## src/rtl/sram_rd_scheduler.sv

```systemverilog
// Read-side sequencer for one SRAM bank: round-robin packet arbitration, page-chain walk,
// slice reads and page return. Optional chain bank check under `SRAM_RD_BANK_CHECK_EN.
module sram_rd_scheduler #(
    parameter int PORT_NUM = 16,
    parameter int PORT_W   = 4
) (
    input  logic                  clk,
    input  logic                  rst_n,
    input  logic [4:0]            SRAM_IDX,
    input  logic [PORT_NUM-1:0]   rd_req,
    input  logic [PORT_NUM*11-1:0] rd_head_page,
    input  logic [PORT_NUM*6-1:0] rd_page_num,
    input  logic [PORT_NUM*3-1:0] rd_last_len,
    output logic [PORT_NUM-1:0]   rd_grant,
    output logic                  rd_busy,
    output logic                  sram_rd_en,
    output logic [13:0]           sram_rd_addr,
    output logic [10:0]           jt_rd_addr,
    input  logic [15:0]           jt_dout,
    output logic                  np_ret_vld,
    output logic [10:0]           np_ret_page,
    output logic                  out_vld,
    output logic [PORT_W-1:0]     out_port,
    output logic                  out_last,
    output logic                  rd_done,
    output logic                  rd_err
);

    typedef enum logic [1:0] {IDLE = 2'd0, READ = 2'd1, DRAIN = 2'd2} state_t;

    state_t            state, state_nxt;
    logic [PORT_W-1:0] rr_ptr, rr_ptr_nxt;
    logic [10:0]       cur_page, cur_page_nxt, next_page, next_page_nxt;
    logic [2:0]        slice, slice_nxt, last_len, last_len_nxt;
    logic [5:0]        pages_left, pages_left_nxt;

    logic [PORT_NUM-1:0] grant_nxt;
    logic                rd_en_nxt, ret_vld_nxt, out_vld_nxt, out_last_nxt, rd_done_nxt, rd_err_nxt;
    logic [13:0]         rd_addr_nxt;
    logic [10:0]         jt_addr_nxt, ret_page_nxt;
    logic [PORT_W-1:0]   out_port_nxt;

    logic              win_found;
    logic [PORT_W-1:0] win, idx;
    logic              issue;
    logic [10:0]       iss_page;
    logic [2:0]        iss_slice;
    logic [5:0]        iss_left, req_pn;

`ifndef SRAM_RD_BANK_CHECK_EN
    logic unused_bank;
    assign unused_bank = ^{SRAM_IDX, jt_dout[15:11]};
`endif

    assign rd_busy = (state != IDLE);

    // First requester at or after rr_ptr, wrapping.
    always_comb begin
        win_found = 1'b0;
        win       = '0;
        idx       = '0;
        for (int i = 0; i < PORT_NUM; i++) begin
            idx = rr_ptr + PORT_W'(i);
            if (!win_found && rd_req[idx]) begin
                win_found = 1'b1;
                win       = idx;
            end
        end
    end

    always_comb begin
        state_nxt      = state;
        rr_ptr_nxt     = rr_ptr;
        cur_page_nxt   = cur_page;
        next_page_nxt  = next_page;
        slice_nxt      = slice;
        last_len_nxt   = last_len;
        pages_left_nxt = pages_left;
        grant_nxt      = '0;
        rd_en_nxt      = 1'b0;
        rd_addr_nxt    = sram_rd_addr;
        jt_addr_nxt    = jt_rd_addr;
        ret_vld_nxt    = 1'b0;
        ret_page_nxt   = np_ret_page;
        out_vld_nxt    = sram_rd_en;
        out_port_nxt   = out_port;
        out_last_nxt   = 1'b0;
        rd_done_nxt    = 1'b0;
        rd_err_nxt     = 1'b0;
        issue          = 1'b0;
        iss_page       = cur_page;
        iss_slice      = slice;
        iss_left       = pages_left;
        req_pn         = rd_page_num[int'(win)*6 +: 6];

        case (state)
            IDLE: begin
                if (win_found) begin
                    issue          = 1'b1;
                    iss_page       = rd_head_page[int'(win)*11 +: 11];
                    iss_slice      = 3'd0;
                    iss_left       = (req_pn == 6'd0) ? 6'd1 : req_pn;
                    last_len_nxt   = rd_last_len[int'(win)*3 +: 3];
                    grant_nxt[win] = 1'b1;
                    out_port_nxt   = win;
                    rr_ptr_nxt     = win + 1'b1;
                end
            end
            READ: begin
                issue = 1'b1;
                if (slice == 3'd7) begin
                    iss_page  = next_page;
                    iss_slice = 3'd0;
                    iss_left  = pages_left - 6'd1;
                end else begin
                    iss_slice = slice + 3'd1;
                end
            end
            DRAIN: begin
                out_last_nxt = 1'b1;
                rd_done_nxt  = 1'b1;
                state_nxt    = IDLE;
            end
            default: state_nxt = IDLE;
        endcase

        if (issue) begin
            rd_en_nxt      = 1'b1;
            rd_addr_nxt    = {iss_page, iss_slice};
            cur_page_nxt   = iss_page;
            slice_nxt      = iss_slice;
            pages_left_nxt = iss_left;
            state_nxt      = READ;
            if (iss_slice == 3'd0)
                jt_addr_nxt = iss_page;
            // Page is returned alongside its last slice read.
            if (iss_left == 6'd1 && iss_slice == last_len_nxt) begin
                ret_vld_nxt  = 1'b1;
                ret_page_nxt = iss_page;
                state_nxt    = DRAIN;
            end else if (iss_slice == 3'd7) begin
                ret_vld_nxt  = 1'b1;
                ret_page_nxt = iss_page;
            end
        end

        // jt_dout answers the slice-0 lookup while slice 1 is on the bus.
        if (state == READ && slice == 3'd1 && pages_left != 6'd1) begin
            next_page_nxt = jt_dout[10:0];
`ifdef SRAM_RD_BANK_CHECK_EN
            if (jt_dout[15:11] != SRAM_IDX) begin
                rd_err_nxt     = 1'b1;
                pages_left_nxt = 6'd1;
                last_len_nxt   = 3'd7;
            end
`endif
        end
    end

    always_ff @(posedge clk or negedge rst_n) begin
        if (!rst_n) begin
            state        <= IDLE;
            rr_ptr       <= '0;
            cur_page     <= '0;
            next_page    <= '0;
            slice        <= '0;
            last_len     <= '0;
            pages_left   <= '0;
            rd_grant     <= '0;
            sram_rd_en   <= 1'b0;
            sram_rd_addr <= '0;
            jt_rd_addr   <= '0;
            np_ret_vld   <= 1'b0;
            np_ret_page  <= '0;
            out_vld      <= 1'b0;
            out_port     <= '0;
            out_last     <= 1'b0;
            rd_done      <= 1'b0;
            rd_err       <= 1'b0;
        end else begin
            state        <= state_nxt;
            rr_ptr       <= rr_ptr_nxt;
            cur_page     <= cur_page_nxt;
            next_page    <= next_page_nxt;
            slice        <= slice_nxt;
            last_len     <= last_len_nxt;
            pages_left   <= pages_left_nxt;
            rd_grant     <= grant_nxt;
            sram_rd_en   <= rd_en_nxt;
            sram_rd_addr <= rd_addr_nxt;
            jt_rd_addr   <= jt_addr_nxt;
            np_ret_vld   <= ret_vld_nxt;
            np_ret_page  <= ret_page_nxt;
            out_vld      <= out_vld_nxt;
            out_port     <= out_port_nxt;
            out_last     <= out_last_nxt;
            rd_done      <= rd_done_nxt;
            rd_err       <= rd_err_nxt;
        end
    end

endmodule

```

## config.mk

```make
export PLATFORM = sky130hd
export DESIGN_NAME = sram_rd_scheduler
export DESIGN_NICKNAME = d
export VERILOG_FILES = /design/src/rtl/sram_rd_scheduler.sv
export SDC_FILE = /design/constraint.sdc
export NUM_CORES = 1
export LEC_CHECK = 0
export ABC_CLOCK_PERIOD_IN_PS = 8390
export CORE_AREA = 2 2 165 167
export DETAILED_ROUTE_END_ITERATION = 10
export DIE_AREA = 0 0 167 169
export PLACE_DENSITY = 0.71
export SKIP_CTS_REPAIR_TIMING = 1
export SLEW_MARGIN = 20
export SYNTH_ARGS = -nofsm -noshare
export SYNTH_HDL_FRONTEND = slang
export SYNTH_SLANG_ARGS = --single-unit
```

## constraint.sdc

```tcl
create_clock -name clk -period 8.39 [get_ports clk]
set_input_delay 0.839 -clock clk [delete_from_list [all_inputs] [get_ports clk]]
set_output_delay 0.839 -clock clk [all_outputs]
set_load 0.05 [all_outputs]
```

==> results of run 1 <==
## layer usage
layer	global-route usage	part of all wire	up-vias
met4	0.113	0.034	0
li1	-	-	5113
met5	0	0	-
met2	0.553	0.51	539
met3	0.0484	0.064	74
met1	0.372	0.39	5453
## cells by family (layout without fill, tap and decap cells)
kind of cell             count (synthesis)  count (layout)  share of synthesized area
AND/OR/NAND/NOR                        519             519                      0.247
AO/OA/AOI/OAI                          251             251                      0.185
multiplexers                           158             158                      0.251
buffers and inverters                  114             493                     0.0552
flip-flops                              86              86                      0.224
XOR/XNOR                                17              17                     0.0163
adder cells (fa/ha/maj)                 16              16                     0.0209
other                                    1               8                   0.000391
## synth_stat cells (4+ instances only)
cell type  count  area (um2)
a2111oi_0      5        43.8
a211oi_1       8        60.1
a21oi_1       32         160
a222oi_1       7        70.1
a22o_1        13         114
a22oi_1       15         113
a31oi_1       34         213
a32oi_1       12         105
a41oi_1        4        35.0
and2_1         6        37.5
and3_1        32         200
buf_1         12        45.0
buf_2         12        60.1
buf_4          5        37.5
buf_6          7        78.8
clkbuf_1      42         158
dfrtp_1       86        2150
ha_1          16         200
inv_1         29         109
mux2_1        17         191
mux2_2        27         304
mux2_4         9         135
mux2i_1       46         460
mux4_2        55        1240
nand2_1      270        1010
nand3_1       80         400
nand4_1       13        81.3
nor2_1        59         221
nor2b_1        4        25.0
nor3_1        23         115
nor4_1         6        37.5
o211a_1        5        50.1
o211ai_1      22         165
o21ai_0       40         200
o21ai_1        4        20.0
o22ai_1        7        43.8
o2bb2ai_1      4        35.0
or4_1          4        30.0
xnor2_1       10        87.6
xor2_1         6        52.6
## stage by stage
stage	instance area [um2]	utilization	hold WS, ns	cells
after floorplan	9590	-	0.467	1162
after global placement	14000	0.529	0.423	1866
after detailed placement	14000	0.529	0.429	1866
after CTS	14300	0.540	0.452	1882
after global routing	14300	0.540	0.441	1889
final	14300	0.540	0.443	1889
## critical path, delay by kind of cell, from the launching register on
| kind | cells | cell delay, ns |
|---|---|---|
| muxes | 6 | 2.73 |
| AOI/OAI and AO/OA | 5 | 1.37 |
| and+or+nand+nor | 3 | 1.19 |
| buffers and inverters | 3 | 0.93 |
| adders and majority gates | 1 | 0.60 |
| DFF | 1 | 0.39 |
## area by class of cell
| class | count | area [um2] |
|---|---|---|
| flip-flops and latches | 86 | 2150 |
| clock inverters | 5 | 43.8 |
| multi-input cells | 962 | 6940 |
| fillers | 2490 | 12200 |
| inverters | 34 | 133 |
| clock buffers | 11 | 243 |
| diodes | 7 | 17.5 |
| repair buffers | 443 | 4360 |
| well taps | 341 | 427 |
## how the worst max path moves through the flow
stage,from,end,cells after the start
floorplan,rr_ptr[1],np_ret_page[10],26
global placement,rd_req[14],np_ret_page[0],17
detailed placement,rd_req[10],np_ret_page[0],17
CTS,rr_ptr[0],np_ret_page[0],18
global route,rr_ptr[0],np_ret_page[0],18
finish,rr_ptr[0],np_ret_page[0],18
## flip-flops by register name (all words and copies together), names as in the netlist
signal	cells
rd_grant	16
sram_rd_addr	14
jt_rd_addr	11
next_page	11
np_ret_page	11
pages_left	6
out_port	4
rr_ptr	4
last_len	3
state	2
np_ret_vld	1
out_vld	1
rd_done	1
sram_rd_en	1
==> flow_metrics.py, run 1 <==
metrics = {
    "run_status": {
        "status": "finished, final reports clean",
    },
    "clock_network": {
        "htreeDepth": 3,
        "cts-root-buf": "clkbuf_16",
        "clk_latency_ns": 0.35,
        "clk_pin_slew_worst_paths_ns": 0.07,
        "cts_tree": "built",
        "cts_sinks": 86,
        "clock_path_buffers": 2,
        "numCtsBuffers": 9,
    },
    "detailed_routing": {
        "final_antenna_net_count": 0,
        "drc": 0,
        "drt-total-wl_um": 44800,
        "vias": 11200,
        "drt_iter0_markers": 1129,
        "via_per_inst": 5.92,
        "firstDrtPassIters": 5,
        "wl_per_cell_um": 23.7,
    },
    "setup_path": {
        "cpPeakStageDelay_ns": 0.71,
        "r2r_end": "np_ret_page[0]",
        "path_class": "flip-flop to flip-flop",
        "ff2ff_setup_slack_ns": 1.03,
        "end_kind": "flip-flop",
        "crit_chain": "inv_2, ha_1, mux4_2, mux2_2, mux2i_1, o21ai_0, a221oi_1, mux2i_4, inv_4, mux4_2, a22oi_1, nand2_1, or4_4, o21ai_2, or4b_4, a21oi_4, buf_4, mux2_1",
        "cp_max_fo": 23,
        "r2r_start": "rr_ptr[0]",
        "cpMaxStageDelayCell": "mux4_2",
        "r2r_cells": 18,
        "crit_path_start_kind": "flip-flop",
        "cp.arrival_ns": 7.59,
        "critPathRequiredTime_ns": 8.62,
        "path_common_cell": "mux4_2",
    },
    "sta": {
        "skew_ns": 0.0129,
        "fin_setup_tns_ns": 0,
        "maxSlewViolCount": 0,
        "fmax_mhz": 136,
        "setup_violations": 0,
        "rsz0062_at_grt": "false",
        "finalCritPeriodShare": 0.878,
        "setup_ws_ns": 1.03,
        "slew_headroom": 0.230,
        "tightest_slew_ns": 1.15,
        "finalHoldViolations": 0,
        "post-route-min-period_ns": 7.36,
    },
    "min_path": {
        "hold_path_class": "flip-flop to flip-flop",
        "hold_path_end": "out_vld",
        "min_delay_path_depth": 0,
        "hp-start": "sram_rd_en",
    },
    "final_layout": {
        "final_common_cell": "clkdlybuf4s50_1",
        "nNetsFinal": 1911,
        "drive_above_1_share": 0.108,
        "area.growth.synth_to_final_pct": 49.3,
        "final_cell_mix": "409 x clkdlybuf4s50_1, 270 x nand2_1, 86 x dfrtp_1, 80 x nand3_1, 59 x nor2_1",
    },
    "synth": {
        "yosysWarnings": 0,
        "synth_edf_count": 0,
        "synthArstFlopShare": 1.00,
        "postSynthCellCount": 1162,
        "ys_ff_latch": 86,
        "syn_area_um2": 9590,
        "ys.flop_type": "dfrtp_1",
        "seq_area_frac_synth": 0.224,
        "yosys.cell_types.count": 91,
        "syn_avg_cell_area_um2": 8.25,
        "synth.net_count": 1537,
    },
    "die": {
        "start_util": 0.362,
        "die_w_um": 167,
        "die-height_um": 169,
        "ios": 422,
        "rows": 60,
        "core_um2": 26500,
        "dieArea_um2": 28200,
    },
    "global_routing": {
        "grt_pass1_wl_um": 66400,
        "grt_usage": 0.308,
        "grt_max_degree": 86,
        "grt_pass1_vias": 10900,
        "grt_antenna_before_repair": 7,
        "grt_overflow": 0,
    },
    "job": {
        "drv_cap": 0,
    },
    "placed_design": {
        "hpwl_um": 35600,
        "place.gp.congestion": 0.988,
        "dp_slack_ns": 0.943,
        "port_buffers": 410,
    },
}
Power of run 1 is left out: the tool's default activity adds up to more than one toggle a clock period on the data nets, which glitch-free logic cannot reach.
==> run 2: changes to the inputs <==
- MAX_ROUTING_LAYER: unset -> met4
==> run 2 against run 1 <==
- critical path depth increased by 2
- clock skew decreased by 0.0035 ns
- worst setup slack got worse by 0.42 ns
- register-to-register slack got worse by 0.42 ns
- count of clock-buffer cells in the layout decreased by 1
- utilization increased by 0.099 points
- sequential share of layout area about the same
- first-iteration DRC count increased by 7.3%
- global-route usage increased by 0.16 points
- critical path type unchanged
==> flow_metrics.py, run 2 (synthesis results as in run 1) <==
metrics = {
    "setup_path": {
        "r2r_start": "rr_ptr[0]",
        "critPathRequiredTime_ns": 8.62,
        "path_class": "flip-flop to flip-flop",
        "cp_max_fo": 25,
        "crit_path_start_kind": "flip-flop",
        "cp.arrival_ns": 8.01,
        "crit_path_start": "rr_ptr[0]",
        "end_kind": "flip-flop",
    },
    "min_path": {
        "hold_path_class": "input pin to async pin",
    },
    "final_layout": {
        "final_cell_mix": "409 x clkdlybuf4s50_1, 270 x nand2_1, 86 x dfrtp_1, 80 x nand3_1, 59 x nor2_1",
        "top_regs": "rd_grant (16), sram_rd_addr (14)",
        "largest_register_ffs": 16,
        "nNetsFinal": 1908,
        "drive_above_1_share": 0.107,
        "area.growth.synth_to_final_pct": 49.6,
        "largest-register": "rd_grant",
        "final_common_cell": "clkdlybuf4s50_1",
    },
    "sta": {
        "skew_ns": 0.00939,
        "rsz0062_at_grt": "false",
        "fmax_mhz": 129,
        "post-route-min-period_ns": 7.78,
        "fin_setup_tns_ns": 0,
        "setup_violations": 0,
        "finalCritPeriodShare": 0.927,
        "slew_headroom": 0.279,
        "maxSlewViolCount": 0,
        "finalHoldViolations": 0,
        "tightest_slew_ns": 1.08,
    },
    "clock_network": {
        "numCtsBuffers": 9,
        "clk_pin_slew_worst_paths_ns": 0.07,
        "htreeDepth": 3,
        "cts_sinks": 86,
        "cts-root-buf": "clkbuf_16",
        "clock_path_buffers": 2,
        "cts_tree": "built",
        "clk_latency_ns": 0.34,
    },
    "die": {
        "dieArea_um2": 28200,
        "core_um2": 26500,
        "ios": 422,
        "rows": 60,
        "die_w_um": 167,
        "start_util": 0.362,
        "die-height_um": 169,
    },
    "detailed_routing": {
        "via_per_inst": 5.89,
        "vias": 11100,
        "drt_iter0_markers": 1211,
        "final_antenna_net_count": 0,
        "drt-total-wl_um": 44200,
        "drc": 0,
        "firstDrtPassIters": 7,
        "wl_per_cell_um": 23.5,
    },
    "run_status": {
        "status": "finished, final reports clean",
    },
    "global_routing": {
        "grt_pass1_wl_um": 65100,
        "grt_overflow": 0,
        "grt_usage": 0.309,
        "grt_antenna_before_repair": 6,
        "grt_pass1_vias": 10800,
        "grt_max_degree": 89,
    },
    "placed_design": {
        "place.gp.congestion": 1.01,
        "port_buffers": 410,
        "hpwl_um": 35000,
    },
    "job": {
        "drv_cap": 0,
    },
}
[run 2: cell types whose count changed in the layout (fill, tap and decap cells not counted), sizes merged]
cell      before  now
clkinv         4    5
buf           34   31
clkbuf        11   10
diode          7    6
bufinv         0    2
clkinvlp       2    0
[run 2: area by class of cell]
type                       count  area (um2)
multi-input combinational    962        6940
clock inverter                 6        93.8
inverter                      34         133
sequential                    86        2150
timing repair buffer         440        4340
tap                          341         427
antenna                        6        15.0
clock buffer                  10         239
fill                        2502       12200
[run 2: per-layer routing]
metal,share of wire,global-route usage,up-vias
met5,0,-,-
met1,0.39,0.366,5361
met4,0.036,0.117,0
li1,-,-,5102
met3,0.065,0.0316,72
met2,0.51,0.546,564
[run 2: metrics by stage]
stage / cell area [um2] / hold WS (ns) / util / cells / worst slack [ns]
2_1_floorplan: 9590 / 0.467 / - / 1162 / 1.57
3_3_place_gp: 14000 / 0.434 / 0.528 / 1863 / 0.809
3_5_place_dp: 14000 / 0.440 / 0.528 / 1863 / 0.703
4_1_cts: 14300 / 0.387 / 0.540 / 1879 / 0.714
5_1_grt: 14300 / 0.397 / 0.541 / 1885 / 0.248
6_report: 14300 / 0.378 / 0.541 / 1885 / 0.609
[run 2: worst max-delay path, cell delays in order, from the launching register on]
cell      delay, ns
dfrtp_1        0.38
inv_2          0.33
ha_1           0.87
mux4_2         0.74
mux2_2         0.34
mux2_2         0.30
nor3_1         0.41
and4_1         0.44
and3_1         0.27
nor3_4         0.09
nor2_4         0.54
buf_4          0.46
mux4_2         0.35
o211ai_1       0.33
a22oi_1        0.17
nand3_1        0.16
nand4_1        0.12
or4b_4         0.58
a21oi_4        0.13
buf_4          0.26
mux2_1         0.35
[run 2: worst paths after layout]
path	endpoint	slack [ns]	cells after the start
max in group asynchronous	sram_rd_addr[8]	6.89	2
worst max register to register	np_ret_page[0]	0.61	20
worst max-delay path	np_ret_page[0]	0.61	20
worst min-delay path	out_vld	0.38	1
min in group clk	out_vld	0.44	0
worst min register to register	out_vld	0.44	0
Power of run 2 is left out for the same reason.
